[config.mk]
export PLATFORM = sky130hd
export DESIGN_NAME = pio_cmd_bridge
export DESIGN_NICKNAME = d
export VERILOG_FILES = /design/src/rtl/pio_cmd_bridge.sv
export SDC_FILE = /design/constraint.sdc
export NUM_CORES = 1
export LEC_CHECK = 0
export ABC_AREA = 1
export ABC_CLOCK_PERIOD_IN_PS = 5700
export BUFFER_PORTS_ARGS = -buffer_cell sky130_fd_sc_hd__clkbuf_2
export CAP_MARGIN = 20
export CORE_ASPECT_RATIO = 0.8
export CORE_MARGIN = 8
export CORE_UTILIZATION = 35
export CTS_BUF_LIST = sky130_fd_sc_hd__clkbuf_16
export DETAILED_ROUTE_END_ITERATION = 6
export PLACE_DENSITY = 0.56
export SLEW_MARGIN = 30
export SYNTH_ARGS = -nofsm -noshare
export SYNTH_HDL_FRONTEND = slang
export SYNTH_SLANG_ARGS = --single-unit
export TNS_END_PERCENT = 100
[constraint.sdc]
create_clock -name clk_clk -period 5.7 [get_ports clk_clk]
set_input_delay 0.57 -clock clk_clk [delete_from_list [all_inputs] [get_ports clk_clk]]
set_output_delay 0.57 -clock clk_clk [all_outputs]
set_load 0.01 [all_outputs]
[src/rtl/pio_cmd_bridge.sv]
// pio_cmd_bridge
//   Bridges HPS parallel-I/O writes to a coprocessor command port. A rising
//   edge on pio_enable submits pio_instruct into a small command FIFO; a
//   three-state FSM (IDLE/ISSUE/WAIT) hands each queued word to the
//   coprocessor with a valid/ready handshake and waits for its done pulse.
//   An all-ones instruction is a CLEAR command: it is never queued, it flushes
//   the FIFO and clears the done/error flags.
//
//   Optional feature macro: PIO_CMD_BRIDGE_TIMEOUT_EN
//     defined   -> WAIT watchdog; after TIMEOUT_CYC cycles without cop_done the
//                  command completes with error, result all ones.
//     undefined -> WAIT lasts until cop_done; no watchdog logic.
//
// Ports
//   clk_clk        in   1        clock, rising edge
//   reset_reset_n  in   1        asynchronous active-low reset
//   pio_instruct   in   INSTR_W  instruction word from HPS
//   pio_enable     in   1        submit strobe (rising edge submits)
//   pio_dataout    out  DATA_W   last captured result
//   pio_flags      out  4        {busy, full, error, done}
//   cop_instr      out  INSTR_W  instruction to coprocessor
//   cop_valid      out  1        cop_instr valid
//   cop_ready      in   1        coprocessor accepts cop_instr
//   cop_done       in   1        one-cycle completion pulse
//   cop_result     in   DATA_W   result, qualified by cop_done
//   cop_error      in   1        error, qualified by cop_done
module pio_cmd_bridge #(
  parameter int INSTR_W     = 29,
  parameter int DATA_W      = 8,
  parameter int FIFO_DEPTH  = 4,
  parameter int TIMEOUT_CYC = 1024
) (
  input  logic               clk_clk,
  input  logic               reset_reset_n,
  input  logic [INSTR_W-1:0] pio_instruct,
  input  logic               pio_enable,
  output logic [DATA_W-1:0]  pio_dataout,
  output logic [3:0]         pio_flags,
  output logic [INSTR_W-1:0] cop_instr,
  output logic               cop_valid,
  input  logic               cop_ready,
  input  logic               cop_done,
  input  logic [DATA_W-1:0]  cop_result,
  input  logic               cop_error
);

  localparam int PTR_W = $clog2(FIFO_DEPTH);
  localparam int CNT_W = $clog2(FIFO_DEPTH) + 1;
  localparam logic [CNT_W-1:0] DEPTH_C = CNT_W'(FIFO_DEPTH);

  // Elaboration-time parameter sanity checks
  if (FIFO_DEPTH < 2 || (FIFO_DEPTH & (FIFO_DEPTH - 1)) != 0) begin : g_bad_depth
    $error("FIFO_DEPTH must be a power of two >= 2");
  end
  if (TIMEOUT_CYC < 1) begin : g_bad_timeout
    $error("TIMEOUT_CYC must be >= 1");
  end

  typedef enum logic [1:0] {
    ST_IDLE  = 2'd0,
    ST_ISSUE = 2'd1,
    ST_WAIT  = 2'd2
  } state_t;

  state_t             state_r, next_state_s;
  logic               enable_q_r;
  logic               armed_r;
  logic [INSTR_W-1:0] mem_r [FIFO_DEPTH];
  logic [PTR_W-1:0]   wr_ptr_r, rd_ptr_r;
  logic [CNT_W-1:0]   count_r;
  logic [DATA_W-1:0]  dataout_r;
  logic               done_r, error_r;

  logic edge_s, clear_s, push_req_s, push_ok_s, drop_s, pop_s;
  logic full_s, busy_s, complete_s, timeout_s;

  // armed_r masks the first cycle after reset so an enable held high through
  // release is only sampled into enable_q_r, never seen as an edge.
  assign edge_s     = pio_enable & ~enable_q_r & armed_r;
  assign clear_s    = edge_s & (pio_instruct == {INSTR_W{1'b1}});
  assign push_req_s = edge_s & ~clear_s;
  assign full_s     = (count_r == DEPTH_C);
  assign busy_s     = (state_r != ST_IDLE) | (count_r != {CNT_W{1'b0}});
  assign pop_s      = (state_r == ST_ISSUE) & cop_ready;
  // A full FIFO still accepts a push when the head leaves in the same cycle.
  assign push_ok_s  = push_req_s & (~full_s | pop_s);
  assign drop_s     = push_req_s & full_s & ~pop_s;
  assign complete_s = (state_r == ST_WAIT) & cop_done;

`ifdef PIO_CMD_BRIDGE_TIMEOUT_EN
  localparam int WD_W = $clog2(TIMEOUT_CYC + 1);
  logic [WD_W-1:0] wd_cnt_r;

  // Watchdog: counts cycles spent in WAIT, restarts on every entry to WAIT
  always_ff @(posedge clk_clk or negedge reset_reset_n) begin
    if (!reset_reset_n) begin
      wd_cnt_r <= {WD_W{1'b0}};
    end else if (state_r != ST_WAIT) begin
      wd_cnt_r <= {WD_W{1'b0}};
    end else begin
      wd_cnt_r <= wd_cnt_r + WD_W'(1);
    end
  end

  assign timeout_s = (state_r == ST_WAIT) & ~cop_done & (wd_cnt_r == WD_W'(TIMEOUT_CYC - 1));
`else
  assign timeout_s = 1'b0;
`endif

  // Edge-detect history and post-reset arming
  always_ff @(posedge clk_clk or negedge reset_reset_n) begin
    if (!reset_reset_n) begin
      enable_q_r <= 1'b0;
      armed_r    <= 1'b0;
    end else begin
      enable_q_r <= pio_enable;
      armed_r    <= 1'b1;
    end
  end

  // FIFO storage; contents need no reset because count_r gates all reads
  always_ff @(posedge clk_clk) begin
    if (push_ok_s) begin
      mem_r[wr_ptr_r] <= pio_instruct;
    end
  end

  // FIFO pointers and occupancy; CLEAR flushes even if a pop coincides
  always_ff @(posedge clk_clk or negedge reset_reset_n) begin
    if (!reset_reset_n) begin
      wr_ptr_r <= {PTR_W{1'b0}};
      rd_ptr_r <= {PTR_W{1'b0}};
      count_r  <= {CNT_W{1'b0}};
    end else if (clear_s) begin
      wr_ptr_r <= {PTR_W{1'b0}};
      rd_ptr_r <= {PTR_W{1'b0}};
      count_r  <= {CNT_W{1'b0}};
    end else begin
      if (push_ok_s) wr_ptr_r <= wr_ptr_r + PTR_W'(1);
      if (pop_s)     rd_ptr_r <= rd_ptr_r + PTR_W'(1);
      case ({push_ok_s, pop_s})
        2'b10:   count_r <= count_r + CNT_W'(1);
        2'b01:   count_r <= count_r - CNT_W'(1);
        default: count_r <= count_r;
      endcase
    end
  end

  // FSM state register
  always_ff @(posedge clk_clk or negedge reset_reset_n) begin
    if (!reset_reset_n) begin
      state_r <= ST_IDLE;
    end else begin
      state_r <= next_state_s;
    end
  end

  // FSM next-state logic; CLEAR pulls ISSUE back to IDLE so it never
  // presents a flushed head
  always_comb begin
    next_state_s = state_r;
    case (state_r)
      ST_IDLE: begin
        if ((count_r != {CNT_W{1'b0}}) && !clear_s) next_state_s = ST_ISSUE;
        else                                          next_state_s = ST_IDLE;
      end
      ST_ISSUE: begin
        if (cop_ready)    next_state_s = ST_WAIT;
        else if (clear_s) next_state_s = ST_IDLE;
        else              next_state_s = ST_ISSUE;
      end
      ST_WAIT: begin
        if (cop_done || timeout_s) next_state_s = ST_IDLE;
        else                       next_state_s = ST_WAIT;
      end
      default: next_state_s = ST_IDLE;
    endcase
  end

  // FSM outputs decoded from the state register
  always_comb begin
    cop_valid = 1'b0;
    cop_instr = {INSTR_W{1'b0}};
    case (state_r)
      ST_ISSUE: begin
        cop_valid = 1'b1;
        cop_instr = mem_r[rd_ptr_r];
      end
      default: begin
        cop_valid = 1'b0;
        cop_instr = {INSTR_W{1'b0}};
      end
    endcase
  end

  // Result and sticky status flags; a completion in the same cycle as a
  // push or CLEAR wins so its done is not lost
  always_ff @(posedge clk_clk or negedge reset_reset_n) begin
    if (!reset_reset_n) begin
      dataout_r <= {DATA_W{1'b0}};
      done_r    <= 1'b0;
      error_r   <= 1'b0;
    end else begin
      if (complete_s) begin
        dataout_r <= cop_result;
        done_r    <= 1'b1;
        error_r   <= (error_r & ~clear_s) | cop_error;
      end else if (timeout_s) begin
        dataout_r <= {DATA_W{1'b1}};
        done_r    <= 1'b1;
        error_r   <= 1'b1;
      end else begin
        dataout_r <= dataout_r;
        done_r    <= done_r & ~clear_s & ~push_ok_s;
        error_r   <= (error_r & ~clear_s) | drop_s;
      end
    end
  end

  assign pio_dataout = dataout_r;
  assign pio_flags   = {busy_s, full_s, error_r, done_r};

endmodule

Word level (Yosys, flattened, before mapping)
Memory sizes are Yosys's and may differ from the RTL's. Index checks and enable logic that the tools add are counted.

Bitwise operators: 21. Divide/modulo/power cells: 0. Reduce and logical (&&, ||, !) cells: 8. Multiply operators: 0. Equality and inequality tests: 6. Multiplexer cells: 17. $lt $le $gt $ge: 0. $add $sub $neg: 4. Shift-type cells: 0.

Operator list (count): $eq A29 B29 Y1 const B (1); $mux W29 (1); $and A1 B1 Y1 (12); $mux W2 (6); $mux W1 (7); $pmux W2 S3 (1); $pmux W3 S2 (1); $reduce_bool A2 Y1 (3); $reduce_bool A3 Y1 (2); $not A1 Y1 (5); $add A2 B1 Y2 const B (2); $eq A2 B1 Y1 const B (2); $eq A2 B2 Y1 const B (2); $or A1 B1 Y1 (4); $add A3 B1 Y3 const B (1); $eq A3 B3 Y1 const B (1); $mux W3 (1); $sub A3 B1 Y3 const B (1); $logic_not A2 Y1 (1); $logic_and A1 B1 Y1 (1); $logic_not A1 Y1 (1).

Output and inout port bits: 42. Bits in latches: 0. Bits in read-only memories: 0. Register bits: 21. Logic and storage cells: 66. Input port bits: 43. Memories: 1. RAM bits: 116.

Memories: mem_r (words 4, bits a word 29, rd ports 1, clocked after Yosys merged registers in 0, wr ports 1, RTL line 68) `logic [INSTR_W-1:0] mem_r [FIFO_DEPTH];`.

Logic depth before layout (Yosys ltp)
Word-level depth: 10. Mapped depth: 14. Depth with buffers taken out: 14.

Worst setup path before layout
OpenSTA, ideal clock, no wires.

Kind: input -> register. Start: input pio_instruct[7]. End: memory mem_r[0][0] (enable). Slack: 2842 ps. Arrival time: 2443 ps. Library setup time: 415 ps. Cell stages on the path: 9. Path buffers: 0. Data required time: 5285 ps. Cell sequence: nand2_1 nor2_1 nand2_1 nor2_2 nand2_2 nand2_4 nor2_1 inv_2 nor2_1.

Word-level cells in the longest chain between the ends: 7.

Ends and longest elaborated chain: start: declaration (RTL line 35) `input logic [INSTR_W-1:0] pio_instruct,`; $eq A29 B29 Y1 (RTL line 80) `assign clear_s = edge_s & (pio_instruct == {INSTR_W{1'b1}});`; $and A1 B1 Y1 (RTL line 80); $not A1 Y1 (RTL line 81) `assign push_req_s = edge_s & ~clear_s;`; $and A1 B1 Y1 (RTL line 81); $and A1 B1 Y1 (RTL line 86) `assign push_ok_s = push_req_s & (~full_s | pop_s);`; $mux W1 (RTL line 123) `if (push_ok_s) begin`; $mux W1 (not written as such) (RTL line 124) `mem_r[wr_ptr_r] <= pio_instruct;`; end: declaration (RTL line 68).

No other way between the ends.

Worst setup path in the final report
Start: register rd_ptr_r[0]. End: output cop_instr[8].

Word-level cells in the longest chain between the ends: 2.

Ends and longest elaborated chain: start: declaration (RTL line 69) `logic [PTR_W-1:0] wr_ptr_r, rd_ptr_r;`; start signal: assignment (RTL line 132) `rd_ptr_r <= {PTR_W{1'b0}};`; start signal: assignment (RTL line 136) `rd_ptr_r <= {PTR_W{1'b0}};`; start signal: assignment (RTL line 140) `if (pop_s) rd_ptr_r <= rd_ptr_r + PTR_W'(1);`; $mem_v2 Z4 W29; $mux W29 (RTL line 184) `case (state_r)`; end: declaration (RTL line 39) `output logic [INSTR_W-1:0] cop_instr,`.

No other way between the ends.

==> metrics <==
ys flop type=edfxtp_1; worst vdd rail ir drop=between 200 and 250 µV; Crit Path Class=reg2out; P&R area growth vs syn=21.1%; CP cell instances=inv_2, o21ai_0, a21oi_1, clkbuf_2; maxcap violations=0; cts bufs inserted=17; Ports=85; 1st-iter DRT viols=between 200 and 250; DPL Wire Length=8530 µm; Total Routing Usage GR=0.132; Max Clk Rate=~0.31 GHz; CTS clk-pin slew, worst paths=~0.06 ns; TritonCTS clock tree=done; RSZ-0062 raised after global routing=no; hold_ws=between 0.1 and 0.15 ns; post-route cell area=0.00694 mm²; synth warn=0; die height=roughly 130 µm; sequential area share after synthesis=0.699; IO buf count=84; number of antenna violations at the first check in global routing=0; Fin Setup TNS=0 ns; RePlAce Congestion=approximately 0.73; Hold Violations, Final=0; Post-Route WL=13200 µm; syn nets=around 550; CP arrival=between 2 and 3 ns; Slew Viols, Final=0; fillers=between 1500 and 2000; clock skew=0.00974 ns; flops & latches, synth=137; footprint of the multi-input gates=about 0.0015 mm²; delay-heaviest family, CP=buffers and inverters; status=completed; Setup-failing EPs final=0; ANT cells=0; min-delay worst type=in2async; Layout Cells excl Fill=812; Crit Reg-Reg Startpoint=state_r[1]$_DFF_PN0_; full die area=0.0208 mm²; post-route ant nets=0; total gr overflow=0; Via Count=approximately 3800; vias in the first global route=approximately 4000; Synth Instances=roughly 500; Core Box Area=between 0.015 and 0.02 mm²; flop-to-flop setup slack=approximately 3.5 ns; vias per inst=~4.7; drt first pass iters=4; Reg2Reg Depth=8; pin count of the biggest net entering global routing=61; post-synthesis async set-or-reset flop share=0.153; leak pwr=2.67 nW; post-synth cell types=32; Initial Utilization=0.352; Slew HR=0.437; r2r endpoint=mem_r[3][8]$_DFFE_PP_; CTS max path bufs=2; Max FO, Critical Path=60; CTS H-tree lvls=4; Tmin final=3.19 ns; clock latency on the worst-skew pair=around 0.4 ns; crit start category=register; power per cell area=494 mW/mm²; final core occ=0.426; Row Count=42; Critical Path End Type=output pin; commonest non-fill, non-tap cells in the layout=131 x nor2_1, 116 x edfxtp_1, 84 x clkbuf_2; Synth Area per Inst=around 12 µm²; Residual DRC=0; die width=between 150 and 200 µm; drt wl/cell=16.3 µm; commonest non-fill, non-tap cell in the layout=nor2_1; delay of the slowest critical-path stage=around 0.73 ns; dpl cells=780; worst slew pin tran=0.844 ns; postcts setup bufs=0; Syn Std Cell Area=between 0.005 and 0.006 mm²; CP bufs+invs=2; CP max stage cell=inv_2; Post-synth EDFFs=around 120; CTS resizes=0; Final nets=~630; period utilisation layout=0.559; # hold bufs at CTS=0; TritonCTS Sinks=between 100 and 150; total area of sequential cells=0.00401 mm²; layout cells sized above 1=0.248; first-pass GRT wire length=around 21000 µm; Crit path required time=between 5 and 6 ns; Post-DP Area=~0.0064 mm²; clock root cell=clkbuf_16
## final cells by class
cell class              count  area share
well taps                 220      0.0397
inverters                  25      0.0135
clock inverters            15      0.0234
multi-input cells         308       0.217
repair buffers             90      0.0671
clock buffers              17      0.0613
flip-flops and latches    137       0.578
## cells by family (layout without fill, tap and decap cells)
logic type | Yosys count | in the layout | synth area share
AOI/OAI and AO/OA | 91 | 91 | 0.0814
xor gates and xnor gates | 2 | 2 | 0.00306
adders and majority gates | 5 | 5 | 0.0122
buffers and inverters | 52 | 147 | 0.0402
DFF | 137 | 137 | 0.699
muxes | 8 | 8 | 0.0157
other | 1 | 1 | 0.000654
and+or+nand+nor | 201 | 201 | 0.148
## registers in the layout, summed over array words and instances (netlist names)
signal,flops
mem_r,116
pio_dataout,8
count_r,3
rd_ptr_r,2
state_r,2
wr_ptr_r,2
armed_r,1
done_r,1
enable_q_r,1
error_r,1
## per-stage QoR
step / setup WS (ns) / total power, mW
floorplan: 2.84 / 2.02
global placement: 2.61 / 2.36
global route: 2.23 / 3.66
detailed placement: 2.94 / 2.39
finish: 2.51 / 3.43
CTS: 2.51 / 3.47
## cell usage after synthesis (2+ instances only)
cell | count | area, µm²
a21oi_1 | 29 | 145
buf_2 | 9 | 45.0
buf_4 | 6 | 45.0
clkbuf_1 | 10 | 37.5
dfrtp_1 | 21 | 526
edfxtp_1 | 116 | 3480
ha_1 | 4 | 50.1
inv_1 | 22 | 82.6
inv_2 | 3 | 11.3
mux2_2 | 8 | 90.1
nand2_1 | 39 | 146
nand2_2 | 3 | 18.8
nand2_4 | 2 | 22.5
nand3_1 | 8 | 40.0
nand4_1 | 6 | 37.5
nor2_1 | 135 | 507
nor2_2 | 3 | 18.8
o21ai_0 | 58 | 290
xor2_1 | 2 | 17.5
## how the worst max path moves through the flow
| stage | start | slack [ns] | cells past startpoint | end |
|---|---|---|---|---|
| 5_1_grt | rd_ptr_r[0]$_DFFE_PN0P_ | 2.23 | 4 | cop_instr[8] |
| 2_1_floorplan | pio_instruct[7] | 2.84 | 9 | mem_r[0][0]$_DFFE_PP_ |
| 3_5_place_dp | rd_ptr_r[0]$_DFFE_PN0P_ | 2.94 | 4 | cop_instr[8] |
| 4_1_cts | rd_ptr_r[0]$_DFFE_PN0P_ | 2.51 | 4 | cop_instr[8] |
| 3_3_place_gp | rd_ptr_r[0]$_DFFE_PN0P_ | 2.61 | 4 | cop_instr[8] |
| 6_report | rd_ptr_r[0]$_DFFE_PN0P_ | 2.51 | 4 | cop_instr[8] |
## routing by layer
metal | global-route usage | routed length (µm)
met5 | 0 | 0
met4 | 0.0349 | 95
met3 | 0.0401 | 646
met2 | 0.206 | 6040
met1 | 0.176 | 6430
## power breakdown
| part | total (mW) | internal [mW] | switching [mW] |
|---|---|---|---|
| Sequential | 1.36 | 1.20 | 0.156 |
| Combinational | 0.983 | 0.365 | 0.618 |
| Clock | 1.08 | 0.681 | 0.404 |
Note: power is estimated with default switching activity, not from simulation.
